<file path="src/rtl/adsr_pkg.sv">
// adsr_pkg: shared types and constants for the ADSR envelope generator.
// State encoding and amplitude scale used by adsr_env and its helpers.
package adsr_pkg;

    typedef enum logic [2:0] {
        IDLE,
        ATTACK,
        DECAY,
        SUSTAIN,
        RELEASE
    } adsr_state_t;

    localparam int          AW      = 32;
    localparam logic [31:0] AMP_MAX = 32'h8000_0000;
    localparam logic [31:0] SUS_INF = 32'hFFFF_FFFF;

endpackage

</file>
<file path="src/rtl/adsr_sat_step.sv">
// adsr_sat_step: one linear ramp step of the amplitude, clamped to a bound.
// Compares are done on the 33-bit result so no wrap can reach the caller.
module adsr_sat_step
    import adsr_pkg::*;
(
    input  logic        sub,
    input  logic [31:0] amp,
    input  logic [31:0] step,
    input  logic [31:0] bound,
    output logic [31:0] result,
    output logic        hit
);

    logic [32:0] sum;
    logic [32:0] diff;

    // Extended add/sub, clamp to bound when reached or when the step is zero
    always_comb begin
        sum  = {1'b0, amp} + {1'b0, step};
        diff = {1'b0, amp} - {1'b0, step};
        if (sub) begin
            hit = (step == '0) ||
                  ($signed(diff) <= $signed({1'b0, bound}));
        end else begin
            hit = (step == '0) || (sum >= {1'b0, bound});
        end
        if (hit) begin
            result = bound;
        end else if (sub) begin
            result = diff[31:0];
        end else begin
            result = sum[31:0];
        end
    end

endmodule

</file>
<file path="src/rtl/adsr_env.sv">
// adsr_env: linear attack/decay/sustain/release envelope for one voice.
// 32-bit amplitude accumulator, env output is its top 15 bits in Q2.14.
module adsr_env
    import adsr_pkg::*;
(
    input  logic        clk,
    input  logic        reset,
    input  logic        start,
    input  logic        stop,
    input  logic [31:0] attack_step,
    input  logic [31:0] decay_step,
    input  logic [31:0] sus_level,
    input  logic [31:0] sus_time,
    input  logic [31:0] release_step,
    output logic [15:0] env,
    output logic        adsr_idle
);

    adsr_state_t state;
    adsr_state_t state_nxt;
    logic [31:0] amp_reg;
    logic [31:0] amp_nxt;
    logic [31:0] sus_cnt;
    logic [31:0] cnt_nxt;
    logic [31:0] lvl;
    logic        st_sub;
    logic [31:0] st_step;
    logic [31:0] st_bound;
    logic [31:0] st_result;
    logic        st_hit;

    assign lvl = (sus_level > AMP_MAX) ? AMP_MAX : sus_level;

    // Pick the ramp direction, step and target for the current phase
    always_comb begin
        st_sub   = 1'b1;
        st_step  = release_step;
        st_bound = '0;
        unique case (state)
            ATTACK: begin
                st_sub   = 1'b0;
                st_step  = attack_step;
                st_bound = AMP_MAX;
            end
            DECAY: begin
                st_step  = decay_step;
                st_bound = lvl;
            end
            default: begin
                st_step  = release_step;
                st_bound = '0;
            end
        endcase
    end

    adsr_sat_step u_step (
        .sub    (st_sub),
        .amp    (amp_reg),
        .step   (st_step),
        .bound  (st_bound),
        .result (st_result),
        .hit    (st_hit)
    );

    // State, amplitude and sustain counter registers
    always_ff @(posedge clk) begin
        if (reset) begin
            state   <= IDLE;
            amp_reg <= '0;
            sus_cnt <= '0;
        end else begin
            state   <= state_nxt;
            amp_reg <= amp_nxt;
            sus_cnt <= cnt_nxt;
        end
    end

    // Next state: start retriggers from the current amplitude, stop forces release
    always_comb begin
        state_nxt = state;
        amp_nxt   = amp_reg;
        cnt_nxt   = sus_cnt;
        if (start) begin
            state_nxt = ATTACK;
            cnt_nxt   = '0;
        end else begin
            unique case (state)
                IDLE: begin
                    amp_nxt = '0;
                end
                ATTACK: begin
                    if (stop) begin
                        state_nxt = RELEASE;
                    end else begin
                        amp_nxt = st_result;
                        if (st_hit) state_nxt = DECAY;
                    end
                end
                DECAY: begin
                    if (stop) begin
                        state_nxt = RELEASE;
                    end else begin
                        amp_nxt = st_result;
                        if (st_hit) begin
                            state_nxt = SUSTAIN;
                            cnt_nxt   = '0;
                        end
                    end
                end
                SUSTAIN: begin
                    if (stop) begin
                        state_nxt = RELEASE;
                    end else begin
                        amp_nxt = lvl;
                        if (sus_time != SUS_INF) begin
                            if (sus_time == '0 ||
                                sus_cnt == sus_time - 32'd1) begin
                                state_nxt = RELEASE;
                            end else begin
                                cnt_nxt = sus_cnt + 32'd1;
                            end
                        end
                    end
                end
                RELEASE: begin
                    amp_nxt = st_result;
                    if (st_hit) state_nxt = IDLE;
                end
                default: begin
                    state_nxt = IDLE;
                    amp_nxt   = '0;
                end
            endcase
        end
    end

    // Outputs decoded straight from registers
    always_comb begin
        env       = {1'b0, amp_reg[31:17]};
        adsr_idle = (state == IDLE);
    end

endmodule

</file>
<file path="config.mk">
export PLATFORM = sky130hd
export DESIGN_NAME = adsr_env
export DESIGN_NICKNAME = d
export VERILOG_FILES = /design/src/rtl/adsr_pkg.sv /design/src/rtl/adsr_sat_step.sv /design/src/rtl/adsr_env.sv
export SDC_FILE = /design/constraint.sdc
export NUM_CORES = 1
export LEC_CHECK = 0
export CORE_ASPECT_RATIO = 1.25
export CORE_MARGIN = 4
export CORE_UTILIZATION = 53
export DETAILED_ROUTE_END_ITERATION = 10
export DONT_BUFFER_PORTS = 1
export PLACE_DENSITY_LB_ADDON = 0.12
export SKIP_CTS_REPAIR_TIMING = 1
export SLEW_MARGIN = 10
export SYNTH_ARGS = -nofsm -noshare
export SYNTH_HDL_FRONTEND = slang
export SYNTH_SLANG_ARGS = --single-unit
</file>
<file path="constraint.sdc">
create_clock -name clk -period 7 [get_ports clk]
set_clock_uncertainty 0.05 [all_clocks]
set_input_delay 1.4 -clock clk [delete_from_list [all_inputs] [get_ports clk]]
set_output_delay 1.4 -clock clk [all_outputs]
set_load 0.03 [all_outputs]
</file>
==> reports/qor.yml, run 1 <==
worst_setup_path:
  start_kind: "input port"
  cp.arrival_ns: 7.02
  path_max_fanout: 22
  worstSetupEndpointType: "flop"
  critPathKind: "input port to flop"
  crit_end: "sus_cnt[17]"
  r2r_slack_ns: 0.28
  r2r_cells: 28
  worstPathRequired_ns: 7.24
  worst_r2r_endpoint: "sus_cnt[17]"
  worstReg2RegStart: "state[2]"
  critPathLaunch: "decay_step[10]"
detailed_routing:
  drt_first_pass_iters: 6
  drtIter0Drc: 996
  wl_per_cell_um: 21.6
  route.met3.wl_mm: 2.61
  wl_mm: 42.1
  wl_met2_mm: 21.3
  drc_errors: 0
  ant_nets: 0
  drt-met1-wl_mm: 15.7
  vias: 12600
  highest_layer: "met4"
  viasPerCell: 6.46
cells_and_area:
  fin_util_pct: 64.5
  final_nets: 1970
  final-seq-area_um2: 1340
  drive_gt1_share_pct: 17.5
  diodes: 0
  area_delta_synth_final_pct: 19.1
  multi_input_area_um2: 9060
  fillers: 1860
power:
  ir_worst_vdd_mv: 0.132
  power.density_nw_per_um2: 170
  leakagePower_nw: 5.58
  power_mw: 2.22
yosys:
  ys_seq_area_share_pct: 12.2
  synth_flop_cell: "dfxtp_1"
  ys_types: 80
  synth_nets: 1838
  synth_edf_count: 0
  synth_cells: 1539
  synthArstFlopShare_pct: 0
  syn_area_um2: 11000
  synth_seq_cells: 67
  synth_warnings: 0
  avgSynthCellArea_um2: 7.13
sta:
  min_period_over_period_pct: 96.9
  max_slew_margin_pct: 32.1
  slew_violations: 0
  setup_slack_ns: 0.214
  tightest_slew_ns: 1.01
  finalSetupViolations: 0
  min_period_ns: 6.79
  fmax_mhz: 147
  hold_violations: 0
placed_design:
  gp_congestion: 1.01
  hpwlAfterDp_mm: 33.8
  port_buffers: 0
  pre_cts_ws_ns: -0.449
grt:
  track_usage_pct: 34.5
  grt_max_degree: 36
  first_global_vias: 11900
  grt_pass1_wl_mm: 62.9
  overflow: 0
  antenna_found_initial: 0
job:
  cap_violations: 0
die:
  fp.coreArea_um2: 20200
  start_util_pct: 54.2
  rows: 58
  die_height_um: 169
  die_area_um2: 23100
  ios: 181
  fp.dieW_um: 137
min_path:
  hold_path_class: "flop to flop"
cts:
  cts_tree: "built"
  cts_max_path_buffers: 2
  cts-buffers-inserted: 9
  cts.sinks: 67
  clock-root-buffer: "clkbuf_16"
  cts.htree.levels: 3
  clk_latency_ns: 0.35
  worst_setup_hold_path_clk_slew_ns: 0.06
outcome:
  status: "completed"
-- through the flow --
| stage | area (µm²) | hold WS, ns | std cells | TNS [ns] |
|---|---|---|---|---|
| after floorplan | 11000 | 0.415 | 1539 | 0 |
| final | 13100 | 0.440 | 1946 | 0 |
| after global placement | 12500 | 0.428 | 1921 | -14.33 |
| after CTS | 12800 | 0.445 | 1937 | -1.86 |
| after detailed placement | 12500 | 0.437 | 1921 | -18.33 |
| after global routing | 13100 | 0.480 | 1946 | -0.927 |
-- cells in the final DEF (no fill, tap or decap), types with 43 or more instances in the layout --
cell type / n
inv_1: 76
buf_4: 218
dfxtp_1: 66
ha_1: 128
a21oi_1: 136
xnor2_1: 80
o21ai_0: 45
nand2_1: 147
nor2_1: 127
nand4_1: 43
-- worst max-delay path: stages --
cell	delay, ns
a22o_1	0.19
a21oi_1	0.19
inv_1	0.08
ha_2	0.45
buf_4	0.15
nor2_1	0.05
a211oi_1	0.40
o21bai_1	0.16
buf_4	0.17
a211oi_2	0.28
o21ai_0	0.22
a21o_1	0.25
xnor2_1	0.13
ha_1	0.32
nand4_1	0.22
nor4_2	0.24
o21ai_0	0.13
nor4b_1	0.16
and3_1	0.23
o41ai_4	0.44
a21boi_2	0.12
a211o_1	0.31
buf_12	0.17
or4_1	0.50
nand2_1	0.08
-- synthesized netlist by cell type, drive strengths merged, types with 8 or more instances --
cell type	count	area (µm²)
or4	30	229
a21oi	142	711
and3	17	106
nor4	34	219
a221oi	30	263
dfxtp	67	1340
ha	133	1660
nor2b	28	175
nand4	43	269
inv	77	289
nand3	36	180
a22oi	17	128
a211oi	14	105
nor2	129	484
nand2b	8	50.1
a21o	27	203
mux2i	29	290
o21ai	59	295
nand2	147	552
buf	36	225
o211ai	28	220
clkbuf	67	251
a31oi	9	56.3
nor3	41	210
o21bai	14	105
xor2	31	272
xnor2	80	701
or3	22	138
or2	10	62.6
a22o	16	140
o31ai	14	105
-- kinds of logic after synthesis --
| logic type | after synthesis | share of synthesized area [%] |
|---|---|---|
| muxes | 30 | 2.75 |
| AOI/OAI and AO/OA | 441 | 27.1 |
| adders and majority gates | 135 | 15.5 |
| buffers and inverters | 180 | 6.98 |
| other | 1 | 0.0342 |
| DFF | 67 | 12.2 |
| xor gates and xnor gates | 111 | 8.86 |
| and+or+nand+nor | 574 | 26.5 |
-- worst min path at each step --
| stage | startpoint | to | cells after the start |
|---|---|---|---|
| 2_1_floorplan | amp_reg[0] | amp_reg[0] | 2 |
| 3_3_place_gp | amp_reg[0] | amp_reg[0] | 2 |
| 3_5_place_dp | amp_reg[0] | amp_reg[0] | 2 |
| 4_1_cts | amp_reg[0] | amp_reg[0] | 2 |
| 5_1_grt | amp_reg[0] | amp_reg[0] | 2 |
| 6_report | amp_reg[0] | amp_reg[0] | 2 |
-- metal layers --
layer  GRT usage [%]  up-vias
li1                -     5977
met1            39.2     5874
met2            61.4      564
met3            4.82      149
met4            18.9        0
met5               0        -
-- cell type report --
cell class,instances,area share [%]
Clock buffer,9,1.72
Clock inverter,7,0.393
Tap cell,270,2.59
Multi-Input combinational cell,1292,69.4
Inverter,77,2.21
Timing Repair Buffer,224,13.4
Sequential cell,67,10.3
-- report_power, final --
group / switching, mW / total, mW / internal, mW
Combinational: 0.728 / 1.34 / 0.609
Clock: 0.212 / 0.454 / 0.242
Sequential: 0.0347 / 0.430 / 0.396
(Power assumes the default switching activity.)
==> run 2: changes to the inputs <==
--- a/config.mk
+++ b/config.mk
@@ -7,7 +7,7 @@
 export LEC_CHECK = 0
 export CORE_ASPECT_RATIO = 1.25
 export CORE_MARGIN = 4
-export CORE_UTILIZATION = 53
+export CORE_UTILIZATION = 35
 export DETAILED_ROUTE_END_ITERATION = 10
 export DONT_BUFFER_PORTS = 1
 export PLACE_DENSITY_LB_ADDON = 0.12
==> run 2 against run 1 <==
Total power up 6.4%. Largest cell class unchanged. Die area increased by 48%. Combinational power rose by 7%. Largest power group unchanged.
==> reports/qor.yml, run 2 (same netlist as run 1, synthesis figures left out) <==
cells_and_area:
  area_delta_synth_final_pct: 25.7  # was 19.1%
  drive_gt1_share_pct: 20.4  # was 17.5%
  fin_util_pct: 44.6  # was 64.5%
  fin_cells: 2098  # was 1946
  mostFrequentLayoutCells: "buf_4, nand2_1, a21oi_1"  # unchanged
  mostFrequentLayoutCell: "buf_4"  # unchanged
  final_nets: 1984  # was 1970
placed_design:
  hpwlAfterDp_mm: 37.4  # was 33.8 mm
  gp_congestion: 0.920  # was 1.01
  placed_cells: 2071  # was 1921
  pre_cts_ws_ns: -0.932  # was -0.449 ns
  port_buffers: 0  # unchanged
sta:
  tightest_slew_ns: 0.872  # was 1.01 ns
  slew_violations: 0  # unchanged
  setup_slack_ns: 0.201  # was 0.214 ns
  rsz0062_at_grt: "yes"
  fmax_mhz: 147  # about the same
  min_period_over_period_pct: 97.1  # was 96.9%
  min_period_ns: 6.80  # was 6.79 ns
  hold_violations: 0  # unchanged
  finalSetupViolations: 0  # unchanged
  max_slew_margin_pct: 41.9  # was 32.1%
outcome:
  status: "completed"  # unchanged
detailed_routing:
  drc_errors: 0  # unchanged
  viasPerCell: 5.84  # was 6.46
  vias: 12300  # was 12600
  ant_nets: 0  # unchanged
  drt_first_pass_iters: 5  # was 6
  wl_mm: 45.6  # was 42.1 mm
  wl_per_cell_um: 21.7  # was 21.6 µm
  drtIter0Drc: 695  # was 996
worst_setup_path:
  worstSetupEndpointType: "flop"  # unchanged
  r2r_cells: 28  # unchanged
  critPathKind: "input port to flop"  # unchanged
  cp.arrival_ns: 7.05  # was 7.02 ns
  r2r_slack_ns: 0.28  # about the same
  worstPathRequired_ns: 7.25  # was 7.24 ns
  start_kind: "input port"  # unchanged
  path_max_fanout: 19  # was 22
  worstReg2RegStart: "state[1]"  # was state[2]
  worst_r2r_endpoint: "sus_cnt[25]"  # was sus_cnt[17]
cts:
  cts.sinks: 67  # unchanged
  cts_tree: "built"  # unchanged
  cts_max_path_buffers: 2  # unchanged
  cts.htree.levels: 3  # unchanged
  clock-root-buffer: "clkbuf_16"  # unchanged
  clk_latency_ns: 0.36  # was 0.35 ns
  cts-buffers-inserted: 9  # unchanged
  worst_setup_hold_path_clk_slew_ns: 0.06  # about the same
grt:
  grt_max_degree: 36  # unchanged
  antenna_found_initial: 0  # unchanged
  track_usage_pct: 25.2  # was 34.5%
  grt_pass1_wl_mm: 68.4  # was 62.9 mm
  first_global_vias: 12200  # was 11900
  overflow: 0  # unchanged
die:
  ios: 181  # unchanged
  rows: 72  # was 58
  fp.coreArea_um2: 30900  # was 20200 µm²
  fp.dieW_um: 166  # was 137 µm
  start_util_pct: 35.5  # was 54.2%
  die_area_um2: 34300  # was 23100 µm²
  die_height_um: 206  # was 169 µm
job:
  cap_violations: 0  # unchanged
power:
  ir_worst_vdd_mv: 0.117  # was 0.132 mV
  power_mw: 2.36  # was 2.22 mW
  leakagePower_nw: 5.77  # was 5.58 nW
  power.density_nw_per_um2: 172  # was 170 nW/µm²
min_path:
  holdPathEnd: "amp_reg[0]"  # unchanged
  min_path_cells: 2  # unchanged
  hold_path_class: "flop to flop"  # unchanged
  hold_start: "amp_reg[0]"  # unchanged
run 2: cell types whose count changed in the layout (fill, tap and decap cells not counted), sizes merged:
cell / change
clkbuf: +2
clkinv: -2
buf: +13
bufinv: +1
diode: +1
run 2: worst max-delay path, cell delays in order:
cell,delay [ns]
a22o_1,0.20
a21oi_2,0.18
inv_1,0.11
ha_4,0.31
buf_4,0.19
nor2_1,0.08
a211oi_1,0.39
o21bai_2,0.15
o211a_1,0.30
buf_4,0.15
o31a_1,0.26
nor2_1,0.11
xnor2_1,0.12
ha_1,0.33
nand4_1,0.23
nor4_4,0.30
o21ai_2,0.11
nor4b_2,0.18
and3_1,0.23
o41ai_4,0.48
a21boi_2,0.13
a211o_1,0.31
buf_12,0.16
or4_1,0.51
nand2_1,0.08
run 2: worst max-delay path by stage:
stage,cells past startpoint,slack [ns],start,end
2_1_floorplan,26,0.03,release_step[13],sus_cnt[27]
3_3_place_gp,25,-0.89,decay_step[12],amp_reg[30]
3_5_place_dp,30,-0.93,state[0],sus_cnt[31]
4_1_cts,30,-1.0,state[0],sus_cnt[30]
5_1_grt,25,-0.03,decay_step[12],sus_cnt[17]
6_report,25,0.20,decay_step[10],sus_cnt[25]
run 2: final cells by class:
type	instances	area (µm²)
sequential	67	1340
multi-input combinational	1292	9360
fill	3230	17100
antenna	1	2.50
tap	407	509
timing repair buffer	238	1970
inverter	77	292
clock buffer	10	239
clock inverter	6	71.3
run 2: metal layers:
metal / wire (µm) / GRT usage (%)
met1: 17200 / 27.6
met2: 23700 / 47.6
met3: 2510 / 4.07
met4: 2170 / 11.9
met5: 0 / 0
run 2: where the power goes:
group,internal (mW),switching (mW)
clock network,0.289,0.208
logic,0.657,0.776
registers,0.396,0.0383
run 2: per-stage QoR:
step                TNS, ns  hold WS (ns)  area [µm²]
global placement     -46.05         0.433       12800
floorplan                 0         0.415       11000
detailed placement   -50.42         0.442       12800
CTS                  -54.64         0.457       13200
finish                    0         0.456       13800
global route         -0.244         0.474       13800
